**src/rtl/ring_pkg.sv**
```systemverilog
// Shared state encoding and default cadence for the ring cadence controller.
package ring_pkg;
  typedef enum logic [1:0] {IDLE, ON, OFF, MISSED} ring_state_e;

  localparam int RING_ON_DEF     = 4;
  localparam int RING_OFF_DEF    = 2;
  localparam int RING_BURSTS_DEF = 3;
  localparam int RING_CNT_W_DEF  = 8;
endpackage

```
**src/rtl/cadence_timer.sv**
```systemverilog
// Loadable down-counter; holds at zero and flags it.
module cadence_timer #(
  parameter int W = 2
) (
  input  logic         clk,
  input  logic         areset_n,
  input  logic         load,
  input  logic [W-1:0] load_val,
  input  logic         dec,
  output logic         zero
);
  logic [W-1:0] cnt_q;

  always_ff @(posedge clk or negedge areset_n) begin
    if (!areset_n)                cnt_q <= '0;
    else if (load)                cnt_q <= load_val;
    else if (dec && cnt_q != '0)  cnt_q <= cnt_q - 1'b1;
  end

  assign zero = (cnt_q == '0);
endmodule

```
**src/rtl/ring_cadence_ctrl.sv**
```systemverilog
// Ring cadence controller: bursts the alert onto ringer or motor, detects missed calls.
// Missed-call counter is built only when RING_CADENCE_MISSED_CNT_EN is defined.
module ring_cadence_ctrl
  import ring_pkg::*;
#(
  parameter int ON_CYCLES  = RING_ON_DEF,
  parameter int OFF_CYCLES = RING_OFF_DEF,
  parameter int MAX_BURSTS = RING_BURSTS_DEF,
  parameter int CNT_W      = RING_CNT_W_DEF
) (
  input  logic             clk,
  input  logic             areset_n,
  input  logic             call,
  input  logic             answer,
  input  logic             vibrate_mode,
  output logic             ringer,
  output logic             motor,
  output logic             busy,
  output logic             missed,
  output logic [CNT_W-1:0] missed_count
);
  localparam int TMAX = (ON_CYCLES > OFF_CYCLES) ? ON_CYCLES : OFF_CYCLES;
  localparam int TW   = (TMAX > 1) ? $clog2(TMAX) : 1;
  localparam int BW   = $clog2(MAX_BURSTS + 1);

  ring_state_e   state_q, state_d;
  logic [BW-1:0] burst_q, burst_d;
  logic          call_q;
  logic          ringer_q, motor_q, busy_q, missed_q;
  logic          t_load, t_dec, t_zero;
  logic [TW-1:0] t_val;

  cadence_timer #(.W(TW)) u_timer (
    .clk      (clk),
    .areset_n (areset_n),
    .load     (t_load),
    .load_val (t_val),
    .dec      (t_dec),
    .zero     (t_zero)
  );

  // Answer outranks hang-up, which outranks timer expiry.
  always_comb begin
    state_d = state_q;
    burst_d = burst_q;
    t_load  = 1'b0;
    t_val   = '0;
    unique case (state_q)
      IDLE: if (call && !call_q && !answer) begin
        state_d = ON;
        t_load  = 1'b1;
        t_val   = TW'(ON_CYCLES - 1);
        burst_d = '0;
      end
      ON: begin
        if (answer)     state_d = IDLE;
        else if (!call) state_d = MISSED;
        else if (t_zero) begin
          state_d = OFF;
          t_load  = 1'b1;
          t_val   = TW'(OFF_CYCLES - 1);
          burst_d = burst_q + 1'b1;
        end
      end
      OFF: begin
        if (answer)     state_d = IDLE;
        else if (!call) state_d = MISSED;
        else if (t_zero) begin
          if (burst_q == BW'(MAX_BURSTS)) state_d = MISSED;
          else begin
            state_d = ON;
            t_load  = 1'b1;
            t_val   = TW'(ON_CYCLES - 1);
          end
        end
      end
      MISSED:  state_d = IDLE;
      default: state_d = IDLE;
    endcase
    t_dec = (state_q == ON || state_q == OFF) && !t_load;
  end

  always_ff @(posedge clk or negedge areset_n) begin
    if (!areset_n) begin
      state_q  <= IDLE;
      burst_q  <= '0;
      call_q   <= 1'b0;
      ringer_q <= 1'b0;
      motor_q  <= 1'b0;
      busy_q   <= 1'b0;
      missed_q <= 1'b0;
    end else begin
      state_q  <= state_d;
      burst_q  <= burst_d;
      call_q   <= call;
      ringer_q <= (state_d == ON) && !vibrate_mode;
      motor_q  <= (state_d == ON) &&  vibrate_mode;
      busy_q   <= (state_d != IDLE);
      missed_q <= (state_d == MISSED);
    end
  end

  assign ringer = ringer_q;
  assign motor  = motor_q;
  assign busy   = busy_q;
  assign missed = missed_q;

`ifdef RING_CADENCE_MISSED_CNT_EN
  logic [CNT_W-1:0] cnt_q;

  always_ff @(posedge clk or negedge areset_n) begin
    if (!areset_n)                               cnt_q <= '0;
    else if (state_d == MISSED && cnt_q != '1)   cnt_q <= cnt_q + 1'b1;
  end

  assign missed_count = cnt_q;
`else
  assign missed_count = '0;
`endif
endmodule

```
**config.mk**
```make
export PLATFORM = sky130hd
export DESIGN_NAME = ring_cadence_ctrl
export DESIGN_NICKNAME = d
export VERILOG_FILES = /design/src/rtl/ring_pkg.sv /design/src/rtl/cadence_timer.sv /design/src/rtl/ring_cadence_ctrl.sv
export SDC_FILE = /design/constraint.sdc
export NUM_CORES = 1
export LEC_CHECK = 0
export CORE_ASPECT_RATIO = 1.2
export CORE_UTILIZATION = 24
export DETAILED_ROUTE_END_ITERATION = 12
export PLACE_DENSITY_LB_ADDON = 0.2
export SETUP_SLACK_MARGIN = 0.5
export SLEW_MARGIN = 25
export SYNTH_ARGS = -nofsm -noshare
export SYNTH_HDL_FRONTEND = slang
export SYNTH_SLANG_ARGS = --single-unit
```
**constraint.sdc**
```tcl
create_clock -name clk -period 2.5 [get_ports clk]
set_input_delay 0.25 -clock clk [delete_from_list [all_inputs] [get_ports clk]]
set_output_delay 0.25 -clock clk [all_outputs]
set_load 0.05 [all_outputs]
```
==> results of run 1 <==
==> Yosys cell counts <==
cell	number
buf_4	8
nor3b_1	1
mux2i_1	2
dfrtp_1	11
and4bb_1	1
and3b_1	1
o21ai_0	4
nor3b_2	1
o221ai_1	1
and2_1	1
nand2_1	5
conb_1	1
a2111oi_2	1
or2_4	1
o32a_1	1
nand4b_1	1
xnor2_1	1
ha_1	7
or3b_2	1
nor2_1	2
a21oi_2	1
nor2b_1	3
a211oi_1	1
inv_1	11
o32ai_1	1
mux2_2	1
==> report_power, final <==
part / leakage [nW] / internal [W] / switching [W]
logic: 0.245 / 0.000194 / 0.000295
registers: 0.140 / 0.000245 / 0.0000415
clock network: 0.0150 / 0.0000617 / 0.0000608
==> state kept, by name, summed over array words and instances (netlist names) <==
name           count
burst_q            2
busy               1
call_q             1
missed             1
motor              1
ringer             1
state_q            2
u_timer.cnt_q      2
==> cells by family (layout without fill, tap and decap cells) <==
group                    Yosys count  in the layout  share of synthesized area, %
buffers and inverters             19             23                          14.4
AND/OR/NAND/NOR                   18             18                          16.8
flip-flops                        11             11                          39.0
AO/OA/AOI/OAI                     10             10                          11.2
adder cells (fa/ha/maj)            7              7                          12.4
multiplexers                       3              3                          4.43
other                              1              8                         0.531
XOR/XNOR                           1              1                          1.24
==> cell type report <==
type / instances / area (sq um) / share of cell area (%)
Timing Repair Buffer: 8 / 80.1 / 9.76
Multi-Input combinational cell: 47 / 355 / 43.3
Tap cell: 34 / 42.5 / 5.18
Inverter: 11 / 41.3 / 5.03
Sequential cell: 11 / 275 / 33.5
Clock buffer: 4 / 26.3 / 3.20
==> per-layer routing <==
layer  vias to the layer above  GRT usage, %  wire length (um)
li1                        242             -                 -
met1                       213          11.3               537
met2                         8          15.4               551
met3                         2          1.98                40
met4                         0          4.63                 6
met5                         -             0                 0
==> through the flow <==
step / cells / utilization (%) / hold slack [ns] / instance area [sq um]
detailed placement: 111 / 28.5 / 0.520 / 795
CTS: 115 / 29.5 / 0.343 / 821
global placement: 111 / 28.5 / 0.516 / 795
global route: 115 / 29.5 / 0.363 / 821
finish: 115 / 29.5 / 0.319 / 821
floorplan: 77 / - / -0.0456 / 732
==> worst max-delay path by stage <==
stage,startpoint,endpoint,cells after the start
finish,state_q[0],ringer,6
global route,state_q[1],motor,6
CTS,state_q[0],ringer,6
detailed placement,call,motor,5
global placement,call,motor,5
floorplan,state_q[0],ringer,6
==> worst register-to-register path, stage by stage, from the launching register on <==
cell and delay (ns):
dfrtp_1 0.42, inv_1 0.10, ha_1 0.23, or2_4 0.24
a2111oi_2 0.38, a21oi_2 0.09, nor3b_2 0.17
==> results.yml, run 1 <==
power:
  p_leak_nw: 0.401
  total_power_w: 0.000898
  p_per_area_nw_per_um2: 1090
  ir_drop_mv: 0.381
die:
  dieHeight_um: 61.4
  initial_core_util_pct: 25.3
  fp.dieW_um: 51.5
  rows: 21
  ioPinCount: 17
  dieArea_sq_um: 3160
  core_sq_um: 2790
placement:
  hpwl_um: 939
  portBuffers: 8
  gp_congestion: 0.700
  place_ws_ns: 0.679
sta:
  rsz0062_at_grt: "false"
  setup_ws_ns: 0.735
  max-slew-margin-rel_pct: 66.0
  tightest_slew_ns: 0.508
  tns_ns: 0
  period_minus_slack_ns: 1.77
  fmax_mhz: 566
  hold_viol_final: 0
  setup_violations: 0
  fin_crit_sh_pct: 70.6
  slew_violations: 0
  fin_worst_skew_ns: 0.00414
synthesis:
  seq_area_frac_synth_pct: 39.0
  synth.avg_cell_area_sq_um: 10.1
  yosys.area.top_type: "dfrtp_1"
  ys_top_cells_by_area: "dfrtp_1, ha_1, buf_4"
  ys_warn_count: 0
  synth_cells: 70
  ys_types: 26
  netlist_area_sq_um: 706
  synth_top_area_share_pct: 39.0
  synth-seq-cells: 11
clock_tree:
  clock_sinks: 11
  htreeDepth: 1
  clk_pin_slew_worst_paths_ns: 0.07
  cts-resized-gates: 0
  cts-root-buf: "clkbuf_4"
  cts.path.max_buffers: 2
  cts_tree: "yes"
  holdBufCountCts: 0
  cts_setup_buffers: 0
  cts_inserted_buffers: 3
  clock_latency_ns: 0.27
worst_setup_path:
  crit_fanout: 5
  rr_worst_depth: 6
  path_cells: "inv_1 > ha_1 > or2_4 > a2111oi_2 > a21oi_2 > nor3b_2"
  setup.worst_path.class: "register to register"
  end_kind: "register"
  regToRegSetupSlack_ns: 0.73
  cpPeakStageDelay_ns: 0.42
  cp-start-kind: "register"
  worstPathArrival_ns: 1.91
  critPathTopFamily: "compound AO/OA/AOI/OAI gates"
  path_buf_inv: 1
  cpMaxStageDelayCell: "dfrtp_1"
  required_ns: 2.64
  r2r_end: "ringer"
  r2r_start: "state_q[0]"
global_routing:
  grtUsageTotal_pct: 9.23
  grt_overflow_total: 0
  grt_max_degree: 12
  antenna_found_initial: 0
  grt_pass1_vias: 489
  grt_pass1_wl_um: 2100
routing:
  ant_nets: 0
  drt_iter0_drc: 4
  vias_per_cell: 4.04
  routed_wl_um: 1140
  firstDrtPassIters: 2
  vias: 465
  wl_per_cell_um: 9.88
  drc: 0
status:
  status: "completed"
cells_and_area:
  layout.nets: 94
  mostFrequentLayoutCells: "inv_1, dfrtp_1, conb_1, clkdlybuf4s50_1, ha_1"
  drive_above_1_share_pct: 11.1
  syn_to_final_growth_pct: 16.3
  num-fill-cells: 313
  diodes: 0
flow_run:
  cap_violations: 0
worst_hold_path:
  hold_class: "input port to async pin"
Power figures use the tool's default switching activity.
==> inputs of run 2 (changes only) <==
clock period = 1.5 ns   (was 2.5 ns; I/O delays follow)
==> run 2 against run 1 <==
The flow now finishes with violations (negative setup slack). Largest cell class unchanged. Total power increased by 120%. Via count rose by 16%. Clock-buffer cell count is the same. Worst hold slack worse by 0.10 ns. Register-to-register slack worse by 0.85 ns. Die area unchanged. Setup slack got worse by 0.85 ns. First-iteration DRC count shrank 75%. Global-route usage is 0.81 points higher.
==> results.yml, run 2 (synthesis gave the netlist of run 1 again) <==
clock_tree:
  clock_latency_ns: 0.26
  clock_sinks: 11
  cts.path.max_buffers: 2
  htreeDepth: 1
  cts_inserted_buffers: 3
  cts_tree: "yes"
  holdBufCountCts: 0
  clk_pin_slew_worst_paths_ns: 0.07
  cts-root-buf: "clkbuf_4"
die:
  initial_core_util_pct: 25.3
  ioPinCount: 17
  fp.dieW_um: 51.5
  dieHeight_um: 61.4
  rows: 21
  dieArea_sq_um: 3160
  core_sq_um: 2790
global_routing:
  grt_overflow_total: 0
  grt_max_degree: 12
  grtUsageTotal_pct: 10.0
  grt_pass1_vias: 511
  grt_pass1_wl_um: 2270
  antenna_found_initial: 0
cells_and_area:
  diodes: 0
  final_common_cell: "buf_4"
  fin_util_pct: 37.1
  mostFrequentLayoutCells: "buf_4, dfrtp_1, inv_1"
  fin_area_sq_um: 1030
  drive_above_1_share_pct: 46.4
  stdcell_count: 131
  layout.nets: 110
  reg_top3: "burst_q: 2 flops, state_q: 2 flops, u_timer.cnt_q: 2 flops"
  num-fill-cells: 284
  syn_to_final_growth_pct: 46.5
worst_setup_path:
  cp-start-kind: "register"
  required_ns: 1.65
  crit_fanout: 5
  worstPathArrival_ns: 1.77
  end_kind: "register"
  setup.worst_path.class: "register to register"
  rr_worst_depth: 6
routing:
  firstDrtPassIters: 2
  routed_wl_um: 1350
  vias: 539
  ant_nets: 0
  drt_iter0_drc: 1
  drc: 0
  wl_per_cell_um: 10.3
  vias_per_cell: 4.11
sta:
  period_minus_slack_ns: 1.62
  slew_violations: 0
  setup_violations: 5
  fin_worst_skew_ns: 0.00298
  fmax_mhz: 618
  hold_viol_final: 0
  max-slew-margin-rel_pct: 66.2
  fin_crit_sh_pct: 108
  setup_ws_ns: -0.119
  tightest_slew_ns: 0.505
  rsz0062_at_grt: "true"
  tns_ns: -0.392
flow_run:
  cap_violations: 0
placement:
  hpwl_um: 1050
  dpl_cell_area_sq_um: 925
  portBuffers: 8
  placed_cells: 125
  gp_congestion: 0.752
power:
  p_per_area_nw_per_um2: 1870
  p_leak_nw: 0.493
  ir_drop_mv: 0.880
status:
  violations: "negative setup slack"
  status: "finished, violations left"
worst_hold_path:
  hold_class: "input port to async pin"
[run 2: changes by cell type in the layout (fill, tap and decap cells not counted), sizes merged]
cell           change
buf               +20
clkdlybuf4s50      -4
[run 2: cell type report]
class | instances | area (sq um) | area share (%)
clock buffer | 4 | 26.3 | 2.54
timing repair buffer | 24 | 206 | 20.0
multi-input combinational | 47 | 440 | 42.6
tap | 34 | 42.5 | 4.12
sequential | 11 | 277 | 26.8
inverter | 11 | 41.3 | 4.00
[run 2: worst paths after layout]
check                              from         end  slack, ns
max reg2reg                  state_q[0]       motor      -0.12
min reg2reg                  burst_q[1]  burst_q[1]       0.54
min                            areset_n  burst_q[0]       0.22
max in group asynchronous      areset_n  state_q[0]       0.91
max                          state_q[0]       motor      -0.12
min in group clk           vibrate_mode      ringer       0.47
[run 2: per-stage QoR]
stage	power [W]	setup slack, ns	hold WS, ns
after floorplan	0.00120	-0.0552	-0.146
after global placement	0.00155	-0.132	0.521
after detailed placement	0.00155	-0.140	0.523
after CTS	0.00190	-0.128	0.224
after global routing	0.00211	-0.218	0.255
final	0.00194	-0.119	0.219
[run 2: timing repair]
action,4_1_cts,5_1_grt
pin swaps,3,3
resized for setup,10,5
setup buffers,2,0
endpoints found under the setup margin,10,11
[run 2: power by group]
group,switching (W),internal (W)
combinational,0.000647,0.000615
clock,0.0000969,0.000103
sequential,0.0000647,0.000411
total,0.000809,0.00113
[run 2: routing by layer]
metal  GRT usage [%]  wire length [um]
met1            11.2               573
met2            18.2               722
met3            3.70                50
met4            2.32                 0
met5               0                 0
[run 2: critical path: stages (launching register included)]
cell	delay (ns)
dfrtp_2	0.41
inv_2	0.07
ha_2	0.19
or2_4	0.25
o32ai_2	0.29
a21oi_2	0.12
and3b_1	0.18
==> inputs of run 3 (changes only) <==
CAP_MARGIN = 5   (was unset)
==> results of run 3 <==
No change in the layout: final DEF, timing and power equal those of run 2.
